### config.mk
export PLATFORM = sky130hd
export DESIGN_NAME = pll_lock_ctrl
export DESIGN_NICKNAME = d
export VERILOG_FILES = /design/src/rtl/pll_lock_ctrl_pkg.sv /design/src/rtl/pll_lock_ctrl_sync_2ff.sv /design/src/rtl/pll_lock_ctrl.sv
export SDC_FILE = /design/constraint.sdc
export NUM_CORES = 1
export LEC_CHECK = 0
export ABC_CLOCK_PERIOD_IN_PS = 2900
export BUFFER_PORTS_ARGS = -buffer_cell sky130_fd_sc_hd__buf_2
export CAP_MARGIN = 10
export CORE_MARGIN = 4
export CORE_UTILIZATION = 50
export CTS_CLUSTER_DIAMETER = 30
export DETAILED_ROUTE_END_ITERATION = 8
export HOLD_SLACK_MARGIN = 0.05
export PLACE_DENSITY = 0.67
export SLEW_MARGIN = 10
export SYNTH_ARGS = -nofsm -noshare
export SYNTH_HDL_FRONTEND = slang
export SYNTH_SLANG_ARGS = --single-unit
export TNS_END_PERCENT = 30
### constraint.sdc
create_clock -name refclk -period 2.9 [get_ports refclk]
set_input_delay 0.435 -clock refclk [delete_from_list [all_inputs] [get_ports refclk]]
set_output_delay 0.435 -clock refclk [all_outputs]
set_load 0.05 [all_outputs]
### src/rtl/pll_lock_ctrl_pkg.sv
// pll_lock_ctrl_pkg: shared state encoding and counter widths for the PLL lock sequencer
package pll_lock_ctrl_pkg;
  typedef enum logic [2:0] {RESET_PLL, WAIT_LOCK, STABLE, RUN, FAIL} state_t;
  localparam int RETRY_W = 4;
  localparam int LOSS_W = 8;
  localparam logic [LOSS_W-1:0] LOSS_MAX = '1;
endpackage

### src/rtl/pll_lock_ctrl_sync_2ff.sv
// sync_2ff: generic two-flop synchronizer, async active-low reset to 0
module sync_2ff (
  input  logic clk,
  input  logic rst_n,
  input  logic d,
  output logic q
);
  logic meta;
  always_ff @(posedge clk or negedge rst_n)
    if (!rst_n) {q, meta} <= 2'b00;
    else        {q, meta} <= {meta, d};
endmodule

### src/rtl/pll_lock_ctrl.sv
// pll_lock_ctrl: PLL reset/lock sequencer and system reset release on refclk.
// Optional RUN-state lock-loss glitch filter: PLL_LOCK_CTRL_GLITCH_FILTER_EN.
module pll_lock_ctrl
  import pll_lock_ctrl_pkg::*;
#(
  parameter int RST_CYCLES    = 16,
  parameter int LOCK_TIMEOUT  = 50000,
  parameter int STABLE_CYCLES = 1024,
  parameter int MAX_RETRY     = 4,
  parameter int GLITCH_CYCLES = 4
) (
  input  logic               refclk,
  input  logic               reset_n,
  input  logic               extlock,
  input  logic               relock_req,
  output logic               pll_reset,
  output logic               sys_rst_n,
  output logic               locked,
  output logic               fail,
  output logic [RETRY_W-1:0] retry_cnt,
  output logic [LOSS_W-1:0]  loss_cnt
);
  localparam int TMAX = (RST_CYCLES > LOCK_TIMEOUT)
                        ? ((RST_CYCLES > STABLE_CYCLES) ? RST_CYCLES : STABLE_CYCLES)
                        : ((LOCK_TIMEOUT > STABLE_CYCLES) ? LOCK_TIMEOUT : STABLE_CYCLES);
  localparam int TW = (TMAX > 1) ? $clog2(TMAX) : 1;
  state_t             state;
  logic [TW-1:0]      tmr;
  logic               lock_s;
  logic               run_loss;
  logic [RETRY_W-1:0] retry_nxt;
  sync_2ff u_sync (.clk(refclk), .rst_n(reset_n), .d(extlock), .q(lock_s));
`ifdef PLL_LOCK_CTRL_GLITCH_FILTER_EN
  localparam int GW = (GLITCH_CYCLES > 1) ? $clog2(GLITCH_CYCLES + 1) : 1;
  logic [GW-1:0] gcnt;
  always_ff @(posedge refclk or negedge reset_n)
    if (!reset_n) gcnt <= '0;
    else          gcnt <= (state == RUN && !lock_s && !run_loss) ? gcnt + 1'b1 : '0;
  assign run_loss = state == RUN && !lock_s && gcnt == GW'(GLITCH_CYCLES - 1);
`else
  assign run_loss = state == RUN && !lock_s;
`endif
  assign retry_nxt = retry_cnt + 1'b1;
  always_ff @(posedge refclk or negedge reset_n) begin
    if (!reset_n) begin
      state     <= RESET_PLL;
      tmr       <= '0;
      pll_reset <= 1'b1;
      sys_rst_n <= 1'b0;
      locked    <= 1'b0;
      fail      <= 1'b0;
      retry_cnt <= '0;
      loss_cnt  <= '0;
    end else begin
      if (run_loss && loss_cnt != LOSS_MAX) loss_cnt <= loss_cnt + 1'b1;
      // relock and RUN lock loss share one restart path; relock also wipes retries
      if ((relock_req && state != RESET_PLL) || run_loss) begin
        state     <= RESET_PLL;
        tmr       <= '0;
        pll_reset <= 1'b1;
        sys_rst_n <= 1'b0;
        locked    <= 1'b0;
        fail      <= 1'b0;
        if (relock_req) retry_cnt <= '0;
      end else begin
        case (state)
          RESET_PLL:
            if (tmr == TW'(RST_CYCLES - 1)) begin
              state     <= WAIT_LOCK;
              tmr       <= '0;
              pll_reset <= 1'b0;
            end else tmr <= tmr + 1'b1;
          WAIT_LOCK:
            if (lock_s) begin
              state <= STABLE;
              tmr   <= '0;
            end else if (tmr == TW'(LOCK_TIMEOUT - 1)) begin
              retry_cnt <= retry_nxt;
              tmr       <= '0;
              pll_reset <= 1'b1;
              fail      <= retry_nxt == RETRY_W'(MAX_RETRY);
              state     <= (retry_nxt == RETRY_W'(MAX_RETRY)) ? FAIL : RESET_PLL;
            end else tmr <= tmr + 1'b1;
          STABLE:
            if (!lock_s) begin
              state <= WAIT_LOCK;
              tmr   <= '0;
            end else if (tmr == TW'(STABLE_CYCLES - 1)) begin
              state     <= RUN;
              retry_cnt <= '0;
              sys_rst_n <= 1'b1;
              locked    <= 1'b1;
            end else tmr <= tmr + 1'b1;
          default: ;
        endcase
      end
    end
  end
endmodule

==> impl_metrics.env <==
export IMPL_status="finished clean"
export IMPL_yosys_cell_count_top_type="dfrtp_1"
export IMPL_slew_headroom_pct=45.01
export IMPL_yosysUniqueCellTypes=58
export IMPL_tightestPinTransition_ps=824.8
export IMPL_drt_iter0_drc=119
export IMPL_synth_common_cells="dfrtp_1 (35), nand2_1 (22), nand3_1 (18)"
export IMPL_grt_pass1_wl_um=8480
export IMPL_setup_viol_count_final=0
export IMPL_ant_nets=0
export IMPL_power_switching_mw=0.6136
export IMPL_skew_ps=3.497
export IMPL_coreArea_um2=4144
export IMPL_worst_path_max_delay_cell="or4_4"
export IMPL_ys_warn_count=0
export IMPL_die_h_um=74.55
export IMPL_io_buffer_count=19
export IMPL_cts_resized=0
export IMPL_crit_fanout=9
export IMPL_overflow=0
export IMPL_r2r_setup_slack_ps=240
export IMPL_routedWlPerCell_um=15.47
export IMPL_asyncSetResetFlopFracSynth_pct=100.0
export IMPL_synth_area_leaders="dfrtp_1 (40%), nand3_1 (4.1%), nand2_1 (3.7%)"
export IMPL_power_frac_seq_pct=45.3
export IMPL_crit_buf_inv=0
export IMPL_ios=20
export IMPL_cp_cell_sequence="or4_4 -> or4_4 -> and3_4 -> or3_4 -> o41ai_1"
export IMPL_dp_slack_ps=260.0
export IMPL_rsz0062_at_grt="no"
export IMPL_drt_first_pass_iters=5
export IMPL_syn_mean_instance_area_um2=8.930
export IMPL_critical_path_arrival_ps=2830
export IMPL_synthesis_nets=256
export IMPL_worst_path_stages=5
export IMPL_r2r_start="tmr[13]$_DFFE_PN0P_"
export IMPL_post_dp_hpwl_um=3294
export IMPL_min_period_ps=2657
export IMPL_synth_top_area_share_pct=39.55
export IMPL_cp_end_kind="flip-flop"
export IMPL_p_int_mw=0.9611
export IMPL_synth_edff_count=0
export IMPL_leakage_nw=1.042
export IMPL_grt_pass1_vias=1770
export IMPL_clock_sinks=36
export IMPL_drc_errors=0
export IMPL_drive_gt1_share_pct=15.77
export IMPL_clockRootBuffer="clkbuf_8"
export IMPL_reg2regPathDepth=5
export IMPL_fin_tns_setup_ps=0
export IMPL_critical_path_required_ps=3070
export IMPL_grt_max_degree=37
export IMPL_fin_crit_sh_pct=91.62
export IMPL_num_vias=1864
export IMPL_cts_tree="yes"
export IMPL_path_clk_slew_ps=70
export IMPL_synth_top_area_cell="dfrtp_1"
export IMPL_hold_class="in2async"
export IMPL_clock_path_buffers=2
export IMPL_htree_levels=2
export IMPL_swShare_pct=38.96
export IMPL_holdBufCountCts=0
export IMPL_numCtsBuffers=5
export IMPL_fp_dieW_um=74.55
export IMPL_avgViaCountPerCell=6.013
export IMPL_cp_top_family="simple AND/OR/NAND/NOR gates"
export IMPL_synth_seq_cells=36
export IMPL_hold_violations=0
export IMPL_clock_latency_ps=290
export IMPL_synth_seq_area_share_pct=40.73
export IMPL_die_area_um2=5558
export IMPL_powerDensity_nw_per_um2=655.5
export IMPL_nets=267
export IMPL_path_common_cell="or4_4"
export IMPL_fp_row_count=23
export IMPL_fmax_mhz=376.4
export IMPL_r2r_end="retry_cnt[3]$_DFFE_PN0P_"
export IMPL_n_antenna_cell=0
export IMPL_syn_inst=248
export IMPL_max_stage_delay_ps=580
export IMPL_cap_violations=0
export IMPL_ir_drop_v=0.0004311
export IMPL_post_route_util_pct=57.97
export IMPL_worst_slack_ps=243.0
export IMPL_cts_setup_buffers=0
export IMPL_slew_viol_final=0
export IMPL_gp_congestion=0.8336
export IMPL_antenna_found_initial=0
export IMPL_initial_core_util_pct=53.44
export IMPL_syn_area_um2=2215
export IMPL_wirelength_um=4797
export IMPL_area_growth_syn_to_layout_pct=8.474
export IMPL_path_class="reg2reg"
export IMPL_crit_path_start_kind="flip-flop"
export IMPL_synthFlopType="dfrtp_1"
export IMPL_grt_util_all_layers_pct=19.58
export IMPL_clockPowerShare_pct=23.7
export IMPL_power_frac_comb_pct=31.0
area by class of cell:
class	instances	area [um^2]
clock buffer	6	82.58
timing repair buffer	21	110.1
fill	369	1742
inverter	7	26.28
sequential	36	902.1
clock inverter	2	10.01
tap	50	62.56
multi-input combinational	188	1209
metal layers:
layer	vias up	global-route usage (%)	part of all wire, %
met5	-	0	0
li1	946	-	-
met1	874	29.15	50
met2	39	28.68	44
met3	5	3.919	4.9
met4	0	5.929	1.1
layout by cell type (no fill, tap or decap), types with 3 or more instances in the layout:
master,netlist,layout
dfrtp_1,35,35
nand2_1,22,22
buf_2,2,19
nand3_1,18,18
nor2_1,13,13
o21ai_0,10,10
nor3_1,9,9
nand2b_1,8,8
inv_1,7,7
a21oi_1,7,7
a22oi_1,7,7
nand4_1,6,6
nor2b_1,6,6
o31ai_1,6,6
clkbuf_8,0,6
xnor2_1,5,5
o22ai_1,5,5
a31oi_1,5,5
nor4_1,4,4
xor2_1,4,4
ha_1,4,4
and3_1,3,3
o41ai_1,3,3
mux2_2,3,3
sequential cells by signal (all words and copies together) (netlist names):
register     count
fail             1
locked           1
loss_cnt         8
pll_reset        1
retry_cnt        4
state            3
tmr             16
u_sync.meta      1
u_sync.q         1
through the flow:
step,std cells,cell area (um^2),hold WS (ps),power (mW)
6_report,310,2402,243.4,1.575
5_1_grt,310,2402,243.7,1.686
4_1_cts,310,2402,240.5,1.586
3_5_place_dp,302,2310,356.3,1.208
3_3_place_gp,302,2310,334.3,1.201
2_1_floorplan,248,2215,139.4,1.084
power by group through the flow:
stage	Combinational (mW)	Clock [mW]	Sequential [mW]
detailed placement	0.487	0	0.722
CTS	0.490	0.385	0.711
floorplan	0.304	0	0.780
global route	0.547	0.405	0.734
global placement	0.480	0	0.721
finish	0.487	0.374	0.713
cells by family (layout without fill, tap and decap cells):
| kind of cell | after synthesis | after routing | share of synthesized area, % |
|---|---|---|---|
| mux | 4 | 4 | 1.977 |
| simple gates | 111 | 111 | 28.36 |
| fa+ha+maj | 4 | 4 | 2.260 |
| buf+inv | 24 | 36 | 4.689 |
| flops | 36 | 36 | 40.73 |
| compound gates | 60 | 60 | 18.42 |
| xor+xnor | 9 | 9 | 3.559 |
how the worst max path moves through the flow:
stage,startpoint,end,slack [ps]
floorplan,tmr[13]$_DFFE_PN0P_,retry_cnt[3]$_DFFE_PN0P_,380
global placement,tmr[13]$_DFFE_PN0P_,retry_cnt[3]$_DFFE_PN0P_,340
detailed placement,tmr[13]$_DFFE_PN0P_,retry_cnt[3]$_DFFE_PN0P_,260
CTS,tmr[13]$_DFFE_PN0P_,retry_cnt[3]$_DFFE_PN0P_,250
global route,tmr[13]$_DFFE_PN0P_,retry_cnt[3]$_DFFE_PN0P_,100
finish,tmr[13]$_DFFE_PN0P_,retry_cnt[3]$_DFFE_PN0P_,240
worst register-to-register path, cell delays in order, from the launching register on:
cell     delay, ps
dfrtp_1        470
or4_4          580
or4_4          580
and3_4         210
or3_4          350
o41ai_1        360
Power figures use the tool's default switching activity.
